[config.mk]
export PLATFORM = sky130hd
export DESIGN_NAME = cbrt
export DESIGN_NICKNAME = d
export VERILOG_FILES = /design/src/rtl/cbrt_pkg.sv /design/src/rtl/mul_shift_add.sv /design/src/rtl/cbrt.sv
export SDC_FILE = /design/constraint.sdc
export NUM_CORES = 1
export LEC_CHECK = 0
export CORE_MARGIN = 3
export CORE_UTILIZATION = 34
export DETAILED_ROUTE_END_ITERATION = 16
export PLACE_DENSITY = 0.45
export SLEW_MARGIN = 20
export SYNTH_ARGS = -nofsm -noshare
export SYNTH_HDL_FRONTEND = slang
export SYNTH_SLANG_ARGS = --single-unit
[constraint.sdc]
create_clock -name clk_i -period 6.8 [get_ports clk_i]
set_clock_uncertainty 0.2 [all_clocks]
set_input_delay 1.36 -clock clk_i [delete_from_list [all_inputs] [get_ports clk_i]]
set_output_delay 1.36 -clock clk_i [all_outputs]
set_load 0.05 [all_outputs]
[src/rtl/cbrt_pkg.sv]
// cbrt_pkg: shared definitions for the iterative cube-root unit.
//   OUT_W    : result width (one result bit per iteration)
//   IN_W     : radicand width, always 3*OUT_W
//   S_INIT   : first shift amount applied to the remainder
//   S_STEP   : shift decrement per iteration (one root bit = three radicand bits)
//   ITER_CYC : clock edges per iteration (PREP + OUT_W+1 MUL + CMP)
//   state_e  : controller state encoding
package cbrt_pkg;
    localparam int OUT_W    = 8;
    localparam int IN_W     = 3 * OUT_W;
    localparam int S_INIT   = IN_W - 3;
    localparam int S_STEP   = 3;
    localparam int ITER_CYC = OUT_W + 3;

    typedef enum logic [1:0] {
        IDLE = 2'd0,
        PREP = 2'd1,
        MUL  = 2'd2,
        CMP  = 2'd3
    } state_e;
endpackage

[src/rtl/mul_shift_add.sv]
// mul_shift_add: sequential shift-add multiplier, one multiplier bit per cycle.
// Ports:
//   clk_i   : clock
//   rst_i   : synchronous active-high reset
//   start_i : load operands (accepted only when not busy)
//   a_bi    : multiplier, OUT_W bits
//   b_bi    : multiplicand, OUT_W+1 bits
//   busy_o  : high while the product is being accumulated; falls on the edge
//             the product becomes valid
//   y_bo    : product, 2*OUT_W+1 bits (valid while busy_o is low after a run)
// The start edge loads the operands and OUT_W further edges accumulate, so a
// consumer that presents start in cycle c can use the product OUT_W+1 cycles
// later.
module mul_shift_add #(
    parameter int OUT_W = 8
) (
    input  logic               clk_i,
    input  logic               rst_i,
    input  logic               start_i,
    input  logic [OUT_W-1:0]   a_bi,
    input  logic [OUT_W:0]     b_bi,
    output logic               busy_o,
    output logic [2*OUT_W:0]   y_bo
);
    localparam int P_W   = 2 * OUT_W + 1;
    localparam int CNT_W = $clog2(OUT_W + 1);

    logic [P_W-1:0]   mcand_q,  mcand_d;
    logic [OUT_W-1:0] mplier_q, mplier_d;
    logic [P_W-1:0]   acc_q,    acc_d;
    logic [CNT_W-1:0] cnt_q,    cnt_d;
    logic             busy_q,   busy_d;

    always_comb begin
        mcand_d  = mcand_q;
        mplier_d = mplier_q;
        acc_d    = acc_q;
        cnt_d    = cnt_q;
        busy_d   = busy_q;
        if (busy_q) begin
            if (mplier_q[0]) begin
                acc_d = acc_q + mcand_q;
            end
            mcand_d  = mcand_q << 1;
            mplier_d = mplier_q >> 1;
            cnt_d    = cnt_q - 1'b1;
            if (cnt_q == CNT_W'(1)) begin
                busy_d = 1'b0;
            end
        end else if (start_i) begin
            mcand_d  = P_W'(b_bi);
            mplier_d = a_bi;
            acc_d    = '0;
            cnt_d    = CNT_W'(OUT_W);
            busy_d   = 1'b1;
        end
    end

    always_ff @(posedge clk_i) begin
        if (rst_i) begin
            mcand_q  <= '0;
            mplier_q <= '0;
            acc_q    <= '0;
            cnt_q    <= '0;
            busy_q   <= 1'b0;
        end else begin
            mcand_q  <= mcand_d;
            mplier_q <= mplier_d;
            acc_q    <= acc_d;
            cnt_q    <= cnt_d;
            busy_q   <= busy_d;
        end
    end

    assign busy_o = busy_q;
    assign y_bo   = acc_q;
endmodule

[src/rtl/cbrt.sv]
// cbrt: iterative integer cube root, y_bo = floor(cbrt(a_bi)).
// Digit-by-digit: each iteration doubles the partial root y, forms
// b = 3*y*(y+1)+1 with the shared multiplier and, if the remainder window
// x>>s can hold b, subtracts b<<s and sets the new root bit.
// Ports:
//   clk_i   : clock
//   rst_i   : synchronous active-high reset (abandons any computation)
//   a_bi    : radicand, sampled only on the accepting start edge
//   start_i : request, level-sampled in IDLE
//   busy_o  : high while a computation is in flight
//   y_bo    : last completed result
module cbrt #(
    parameter int OUT_W = cbrt_pkg::OUT_W,
    parameter int IN_W  = cbrt_pkg::IN_W
) (
    input  logic             clk_i,
    input  logic             rst_i,
    input  logic [IN_W-1:0]  a_bi,
    input  logic             start_i,
    output logic             busy_o,
    output logic [OUT_W-1:0] y_bo
);
    import cbrt_pkg::*;

    if (IN_W != 3 * OUT_W) begin : g_width_check
        $error("cbrt: IN_W must equal 3*OUT_W");
    end

    localparam int S_W    = $clog2(IN_W);
    localparam int P_W    = 2 * OUT_W + 1;
    localparam int B_W    = 2 * OUT_W + 2;
    localparam int S_FIRST = IN_W - S_STEP;

    state_e           state_q, state_d;
    logic [IN_W-1:0]  x_q,     x_d;
    logic [OUT_W-1:0] y_q,     y_d;
    logic [S_W-1:0]   s_q,     s_d;
    logic [B_W-1:0]   b_q,     b_d;
    logic             busy_q,  busy_d;
    logic [OUT_W-1:0] y_out_q, y_out_d;

    logic             m_start;
    logic [OUT_W-1:0] m_a;
    logic [OUT_W:0]   m_b;
    logic             m_busy;
    logic [P_W-1:0]   m_p;

    logic [IN_W-1:0]  b_ext;
    logic             fits;
    logic [OUT_W-1:0] y_inc;

    // Operands are formed from the pre-shift y so they match the y<<1 that
    // PREP writes back. 2y is even, so 2y+1 just sets the LSB.
    assign m_start = (state_q == PREP);
    assign m_a     = {y_q[OUT_W-2:0], 1'b0};
    assign m_b     = {1'b0, y_q[OUT_W-2:0], 1'b1};

    mul_shift_add #(
        .OUT_W (OUT_W)
    ) u_mul (
        .clk_i   (clk_i),
        .rst_i   (rst_i),
        .start_i (m_start),
        .a_bi    (m_a),
        .b_bi    (m_b),
        .busy_o  (m_busy),
        .y_bo    (m_p)
    );

    // Compare against x>>s rather than b<<s so nothing overflows; when the
    // compare passes, b<<s is bounded by x and fits in IN_W.
    assign b_ext = IN_W'(b_q);
    assign fits  = (x_q >> s_q) >= b_ext;
    assign y_inc = fits ? (y_q + OUT_W'(1)) : y_q;

    always_comb begin
        state_d = state_q;
        x_d     = x_q;
        y_d     = y_q;
        s_d     = s_q;
        b_d     = b_q;
        busy_d  = busy_q;
        y_out_d = y_out_q;
        case (state_q)
            IDLE: begin
                if (start_i) begin
                    x_d     = a_bi;
                    y_d     = '0;
                    s_d     = S_W'(S_FIRST);
                    busy_d  = 1'b1;
                    state_d = PREP;
                end
            end
            PREP: begin
                y_d     = y_q << 1;
                state_d = MUL;
            end
            MUL: begin
                // The multiplier went busy on the PREP edge, so low here
                // means the product is ready.
                if (!m_busy) begin
                    b_d     = (B_W'(m_p) << 1) + B_W'(m_p) + B_W'(1);
                    state_d = CMP;
                end
            end
            CMP: begin
                if (fits) begin
                    x_d = x_q - (b_ext << s_q);
                end
                y_d = y_inc;
                if (s_q == '0) begin
                    y_out_d = y_inc;
                    busy_d  = 1'b0;
                    state_d = IDLE;
                end else begin
                    s_d     = s_q - S_W'(S_STEP);
                    state_d = PREP;
                end
            end
            default: state_d = IDLE;
        endcase
    end

    always_ff @(posedge clk_i) begin
        if (rst_i) begin
            state_q <= IDLE;
            x_q     <= '0;
            y_q     <= '0;
            s_q     <= '0;
            b_q     <= '0;
            busy_q  <= 1'b0;
            y_out_q <= '0;
        end else begin
            state_q <= state_d;
            x_q     <= x_d;
            y_q     <= y_d;
            s_q     <= s_d;
            b_q     <= b_d;
            busy_q  <= busy_d;
            y_out_q <= y_out_d;
        end
    end

    assign busy_o = busy_q;
    assign y_bo   = y_out_q;
endmodule

==> run_results.csv, run 1 <==
group,metric,value,unit
run_status,status,"complete, no violations",
placed_design,gp_congestion,0.852,
worst_hold_path,min_path_cells,2,
clock_network,ctsRootBufferMaster,"clkbuf_16",
timing,rsz0062_at_grt,"no",
logic_synthesis,synth-compound-area-share,26.7,%
setup_path,critPathRequiredTime,6.92,ns
logic_synthesis,synth.area.mux_share,11.3,%
clock_network,cts_buffer_depth,2,
layout,design_area,11200,sq um
detailed_routing,detail_route.vias_per_cell,5.63,
clock_network,postCtsResizedCells,0,
placed_design,portBuffers,35,
timing,setup_violations,0,
logic_synthesis,ys_seq_elements,113,
job,cap_violations,0,
setup_path,regToRegStartpoint,"s_q[0]",
layout,diodes,0,
logic_synthesis,ys_top_cells_by_count,"142 x nor2_1, 127 x a21oi_1, 113 x dfxtp_1",
layout,syn_to_final_growth,12.1,%
clock_network,cts_setup_buffers,0,
logic_synthesis,synth_top_family_by_area,"compound AO/OA/AOI/OAI gates",
logic_synthesis,yosysWarnings,0,
setup_path,crit_arrival,5.31,ns
layout,final_nets,1362,
setup_path,worstReg2RegEnd,"y_q[1]",
logic_synthesis,netlist_instances,1257,
logic_synthesis,synth_area_leaders,"dfxtp_1 23%, ha_1 11%, a21oi_1 6.4%",
clock_network,clkTransAtPathRegs,0.06,ns
setup_path,reg2regPathDepth,16,
clock_network,cts_tree,"yes",
clock_network,clk-insertion-delay-late,0.43,ns
timing,post-route-period-util,76.3,%
logic_synthesis,seq_area_frac_synth,22.7,%
die,die-area,31400,sq um
logic_synthesis,synth_most_common_cell,"nor2_1",
global_routing,grt_max_degree,69,
timing,hold_violations,0,
logic_synthesis,synth_area_per_cell,7.92,sq um
setup_path,crit_path_end_kind,"flip-flop",
power,power.total,5300,uW
clock_network,cts_inserted_buffers,17,
die,rows,61,
setup_path,path_max_fanout,24,
clock_network,hold_buffers,0,
setup_path,critPathKind,"flip-flop to flip-flop",
logic_synthesis,netlist.area_leader.share,22.7,%
logic_synthesis,synth-xor-area-share,3.70,%
die,design.core.area,28300,sq um
global_routing,grt_pass1_wl,49.3,mm
global_routing,grt_pass1_vias,8691,
detailed_routing,dr.pass1.iters,5,
detailed_routing,via_count,9226,
timing,tightest_slew,1.16,ns
die,initial_core_util,35.1,%
setup_path,critPathLaunchType,"flip-flop",
worst_hold_path,hold_class,"flip-flop to flip-flop",
layout,drive_above_1_share,7.94,%
timing,clock.fmax,193,MHz
detailed_routing,postRouteAntennaNets,0,
worst_hold_path,hold_start,"u_mul.mplier_q[2]",
detailed_routing,drt-total-wl,30.5,mm
die,die_h,177,microns
die,io_pins,36,
detailed_routing,wl_per_cell,18.6,microns
logic_synthesis,yosysTopAreaCell,"dfxtp_1",
logic_synthesis,ys.flop_type,"dfxtp_1",
logic_synthesis,synthDistinctLibCells,81,
placed_design,postPlaceCellArea,10600,sq um
timing,whs,0.287,ns
worst_hold_path,min_delay_worst_endpoint,"u_mul.mplier_q[1]",
timing,slew_violations,0,
logic_synthesis,synth_adder_area_share,11.2,%
global_routing,antenna_found_initial,0,
logic_synthesis,synth_nets,1371,
global_routing,grt_overflow,0,
power,powerDensity,475,nW/um^2
global_routing,gr-usage-all-layers,19.8,%
detailed_routing,drc_errors,0,
logic_synthesis,synth-simple-area-share,19.5,%
timing,final.setup.tns,0,ns
placed_design,pre_cts_ws,1.67,ns
logic_synthesis,synth_edf_count,0,
logic_synthesis,async_flop_share,0,%
logic_synthesis,syn-cell-area,9950,sq um
power,p_leak,0.00422,uW
clock_network,clkSinkCount,113,
timing,final.min_clock_period,5.19,ns
clock_network,htree_num_levels,4,
timing,slew_headroom,22.6,%
detailed_routing,drtIter0Drc,729,
power,vdd_ir_drop_max,0.222,mV
placed_design,dpl.hpwl,22.6,mm
timing,final.setup.worst_slack,1.61,ns
die,die_x,177,microns
setup_path,r2r_slack,1.61,ns
-- critical path: stages, from the launching register on --
cell and delay, ns:
dfxtp_2 0.73, buf_4 0.45, mux4_2 0.54, and2_1 0.16, a211oi_1 0.27, a211oi_1 0.09, a21oi_1 0.19, ha_1 0.25
nand2b_1 0.14, a21o_1 0.17, a2111oi_0 0.37, o21ai_0 0.18, a2bb2oi_2 0.36, nand2_1 0.37, mux2i_1 0.33, o21ai_1 0.08
o21ba_1 0.20
-- final cells by class --
cell class / instances / area [sq um]
clock buffer: 19 / 433
inverter: 45 / 169
fill: 2935 / 17200
clock inverter: 12 / 136
tap: 378 / 473
sequential: 113 / 2260
timing repair buffer: 50 / 460
multi-input combinational: 1021 / 7220
-- stage by stage --
| stage | std cells | util (%) |
|---|---|---|
| floorplan | 1257 | - |
| global placement | 1607 | 37.4 |
| detailed placement | 1607 | 37.4 |
| CTS | 1638 | 39.4 |
| global route | 1638 | 39.4 |
| finish | 1638 | 39.4 |
-- metal layers --
layer	track usage [%]	share of wire [%]	vias up
met5	0	0	-
met4	4.71	1.3	0
met3	2.47	3.3	26
met2	29.4	43	166
met1	30.2	53	4416
li1	-	-	4618
-- sequential cells by signal (all words and copies together) (netlist names) --
register        cells
u_mul.y_bo         17
u_mul.cnt_q         4
u_mul.busy_o        1
u_mul.mplier_q      8
x_q                24
s_q                 5
state_q             2
b_q                18
busy_o              1
u_mul.mcand_q      17
y_bo                8
y_q                 8
-- layout by cell type (no fill, tap or decap), types with 20 or more instances in the layout --
cell	instances
xnor2_1	27
nand2b_1	26
mux2i_1	52
o21ai_0	73
ha_1	83
mux4_2	25
dfxtp_1	111
a211oi_1	43
a21o_1	23
nand2_1	100
nor3_1	29
nand3_1	20
a21oi_1	127
inv_1	42
clkdlybuf4s50_1	34
nor2_1	142
-- kinds of logic (layout without fill, tap and decap cells) --
kind of cell | after synthesis | in the layout
and+or+nand+nor | 408 | 408
DFF | 113 | 113
buffers and inverters | 123 | 126
AOI/OAI and AO/OA | 403 | 403
xor gates and xnor gates | 42 | 42
muxes | 81 | 81
adders and majority gates | 87 | 87
-- power by group --
part | internal (uW) | total, uW | switching (uW)
Combinational | 1380 | 3370 | 1990
Sequential | 802 | 1030 | 231
Clock | 540 | 902 | 362
-- worst max path at each step --
| stage | startpoint | cells past startpoint | slack [ns] | end |
|---|---|---|---|---|
| after CTS | s_q[0] | 16 | 1.65 | y_q[1] |
| after floorplan | s_q[0] | 18 | 2.71 | y_q[1] |
| after global placement | s_q[0] | 16 | 1.72 | y_q[1] |
| final | s_q[0] | 16 | 1.61 | y_q[1] |
| after detailed placement | s_q[0] | 16 | 1.67 | y_q[1] |
| after global routing | s_q[0] | 16 | 1.11 | y_q[1] |
No activity file was read; power rests on OpenSTA's default activity.
==> inputs of run 2 (changes only) <==
--- a/config.mk
+++ b/config.mk
@@ -8,7 +8,7 @@
 export CORE_MARGIN = 3
 export CORE_UTILIZATION = 34
 export DETAILED_ROUTE_END_ITERATION = 16
-export PLACE_DENSITY = 0.45
+export PLACE_DENSITY = 0.47
 export SLEW_MARGIN = 20
 export SYNTH_ARGS = -nofsm -noshare
 export SYNTH_HDL_FRONTEND = slang
==> constraint.sdc (replaced) <==
create_clock -name clk_i -period 4.75 [get_ports clk_i]
set_clock_uncertainty 0.2 [all_clocks]
set_input_delay 0.95 -clock clk_i [delete_from_list [all_inputs] [get_ports clk_i]]
set_output_delay 0.95 -clock clk_i [all_outputs]
set_load 0.05 [all_outputs]
==> run_results.csv, run 2 (synthesized netlist as in run 1, its figures left out) <==
group,metric,value,unit
run_status,status,"complete, no violations",
clock_network,clkSinkCount,113,
clock_network,htree_num_levels,4,
setup_path,critPathRequiredTime,4.83,ns
die,die_x,177,microns
timing,post-route-period-util,91.6,%
layout,reg_top3,"x_q (24), b_q (18)",
setup_path,crit_arrival,4.43,ns
setup_path,r2r_slack,0.40,ns
setup_path,startpoint,"s_q[0]",
power,vdd_ir_drop_max,0.251,mV
timing,slew_headroom,25.0,%
layout,post-route-util,40.1,%
timing,clock.fmax,230,MHz
setup_path,regToRegStartpoint,"s_q[0]",
detailed_routing,wl_per_cell,18.9,microns
layout,largest_reg_flops,24,
global_routing,grt_overflow,0,
global_routing,grt_max_degree,60,
setup_path,crit_path_end_kind,"flip-flop",
detailed_routing,drc_errors,0,
global_routing,grt_pass1_vias,8992,
die,rows,61,
placed_design,portBuffers,35,
timing,hold_violations,0,
timing,rsz0062_at_grt,"no",
power,power.total,7940,uW
placed_design,dpl.hpwl,23.6,mm
clock_network,ctsRootBufferMaster,"clkbuf_16",
detailed_routing,drt-total-wl,31.3,mm
global_routing,gr-usage-all-layers,20.5,%
detailed_routing,postRouteAntennaNets,0,
timing,slew_violations,0,
die,die-area,31400,sq um
clock_network,cts_buffer_depth,2,
worst_hold_path,hold_class,"flip-flop to flip-flop",
clock_network,cts_inserted_buffers,17,
clock_network,cts_setup_buffers,0,
die,initial_core_util,35.1,%
layout,syn_to_final_growth,14.2,%
placed_design,dpl.cell_count,1623,
worst_hold_path,hold_start,"u_mul.mplier_q[7]",
global_routing,grt_pass1_wl,51.0,mm
layout,regMostFlops,"x_q",
clock_network,clkTransAtPathRegs,0.07,ns
job,cap_violations,0,
setup_path,critPathKind,"flip-flop to flip-flop",
setup_path,critPathLaunchType,"flip-flop",
global_routing,antenna_found_initial,0,
die,die_h,177,microns
setup_path,path_max_fanout,21,
detailed_routing,drtIter0Drc,843,
timing,setup_violations,0,
detailed_routing,via_count,9298,
layout,instances_no_fill,1655,
die,design.core.area,28300,sq um
clock_network,clk-insertion-delay-late,0.42,ns
placed_design,gp_congestion,0.891,
clock_network,hold_buffers,0,
layout,layout_commonest_cell,"nor2_1",
detailed_routing,dr.pass1.iters,5,
power,p_leak,0.00434,uW
layout,final_cell_mix,"142 x nor2_1, 127 x a21oi_1, 111 x dfxtp_1, 100 x nand2_1, 84 x ha_1",
clock_network,cts_tree,"yes",
timing,final.setup.tns,0,ns
layout,drive_above_1_share,9.24,%
layout,final_nets,1378,
die,io_pins,36,
detailed_routing,detail_route.vias_per_cell,5.62,
layout,diodes,0,
timing,whs,0.288,ns
power,powerDensity,699,nW/um^2
clock_network,postCtsResizedCells,0,
timing,tightest_slew,1.12,ns
timing,final.min_clock_period,4.35,ns
==> run 2: through the flow <==
step / worst slack [ns] / instance area (sq um)
2_1_floorplan: 0.664 / 9950
3_3_place_gp: 0.402 / 10700
3_5_place_dp: 0.358 / 10700
4_1_cts: 0.362 / 11400
5_1_grt: 0.0298 / 11400
6_report: 0.399 / 11400
==> run 2: final cells by class <==
cell class | instances | area (sq um)
clock buffer | 17 | 425
timing repair buffer | 66 | 593
sequential | 113 | 2260
tap | 378 | 473
fill | 2923 | 17000
multi-input combinational | 1021 | 7220
inverter | 45 | 169
clock inverter | 15 | 221
==> run 2: per-layer routing <==
layer / vias up / part of all wire [%] / track usage (%)
met3: 37 / 5.6 / 4.23
met1: 4395 / 52 / 31.4
met5: - / 0 / 0
met4: 0 / 1.5 / 5.07
li1: 4657 / - / -
met2: 209 / 40 / 28.8
==> run 2: final timing paths <==
kind              depth (start not counted)                end
hold / removal                            2  u_mul.mplier_q[6]
hold reg to reg                           2  u_mul.mplier_q[6]
setup reg to reg                         15            x_q[23]
setup / recovery                         15            x_q[23]
==> run 2: power breakdown <==
part	leakage, uW	internal, uW	switching, uW
clock network	0.000311	897	542
logic	0.00311	2090	2960
registers	0.000921	1150	312
total	0.00434	4130	3810
==> run 2: critical path, cell delays in order (launching register included) <==
cell and delay, ns:
dfxtp_2 0.46, buf_4 0.35, mux4_2 0.59, mux2i_1 0.21, o21ai_0 0.17, nand2b_1 0.13, ha_1 0.29, a21oi_2 0.20
a21boi_0 0.15, o31ai_2 0.26, o211ai_2 0.14, o311a_4 0.37, o41ai_4 0.30, mux2i_1 0.22, a21bo_1 0.13, a21oi_1 0.05
==> inputs of run 3 (changes only) <==
--- a/config.mk
+++ b/config.mk
@@ -5,6 +5,7 @@
 export SDC_FILE = /design/constraint.sdc
 export NUM_CORES = 1
 export LEC_CHECK = 0
+export ABC_CLOCK_PERIOD_IN_PS = 4750
 export CORE_MARGIN = 3
 export CORE_UTILIZATION = 34
 export DETAILED_ROUTE_END_ITERATION = 16
==> results of run 3 <==
Final layout, timing and power as in run 2 (identical DEF).
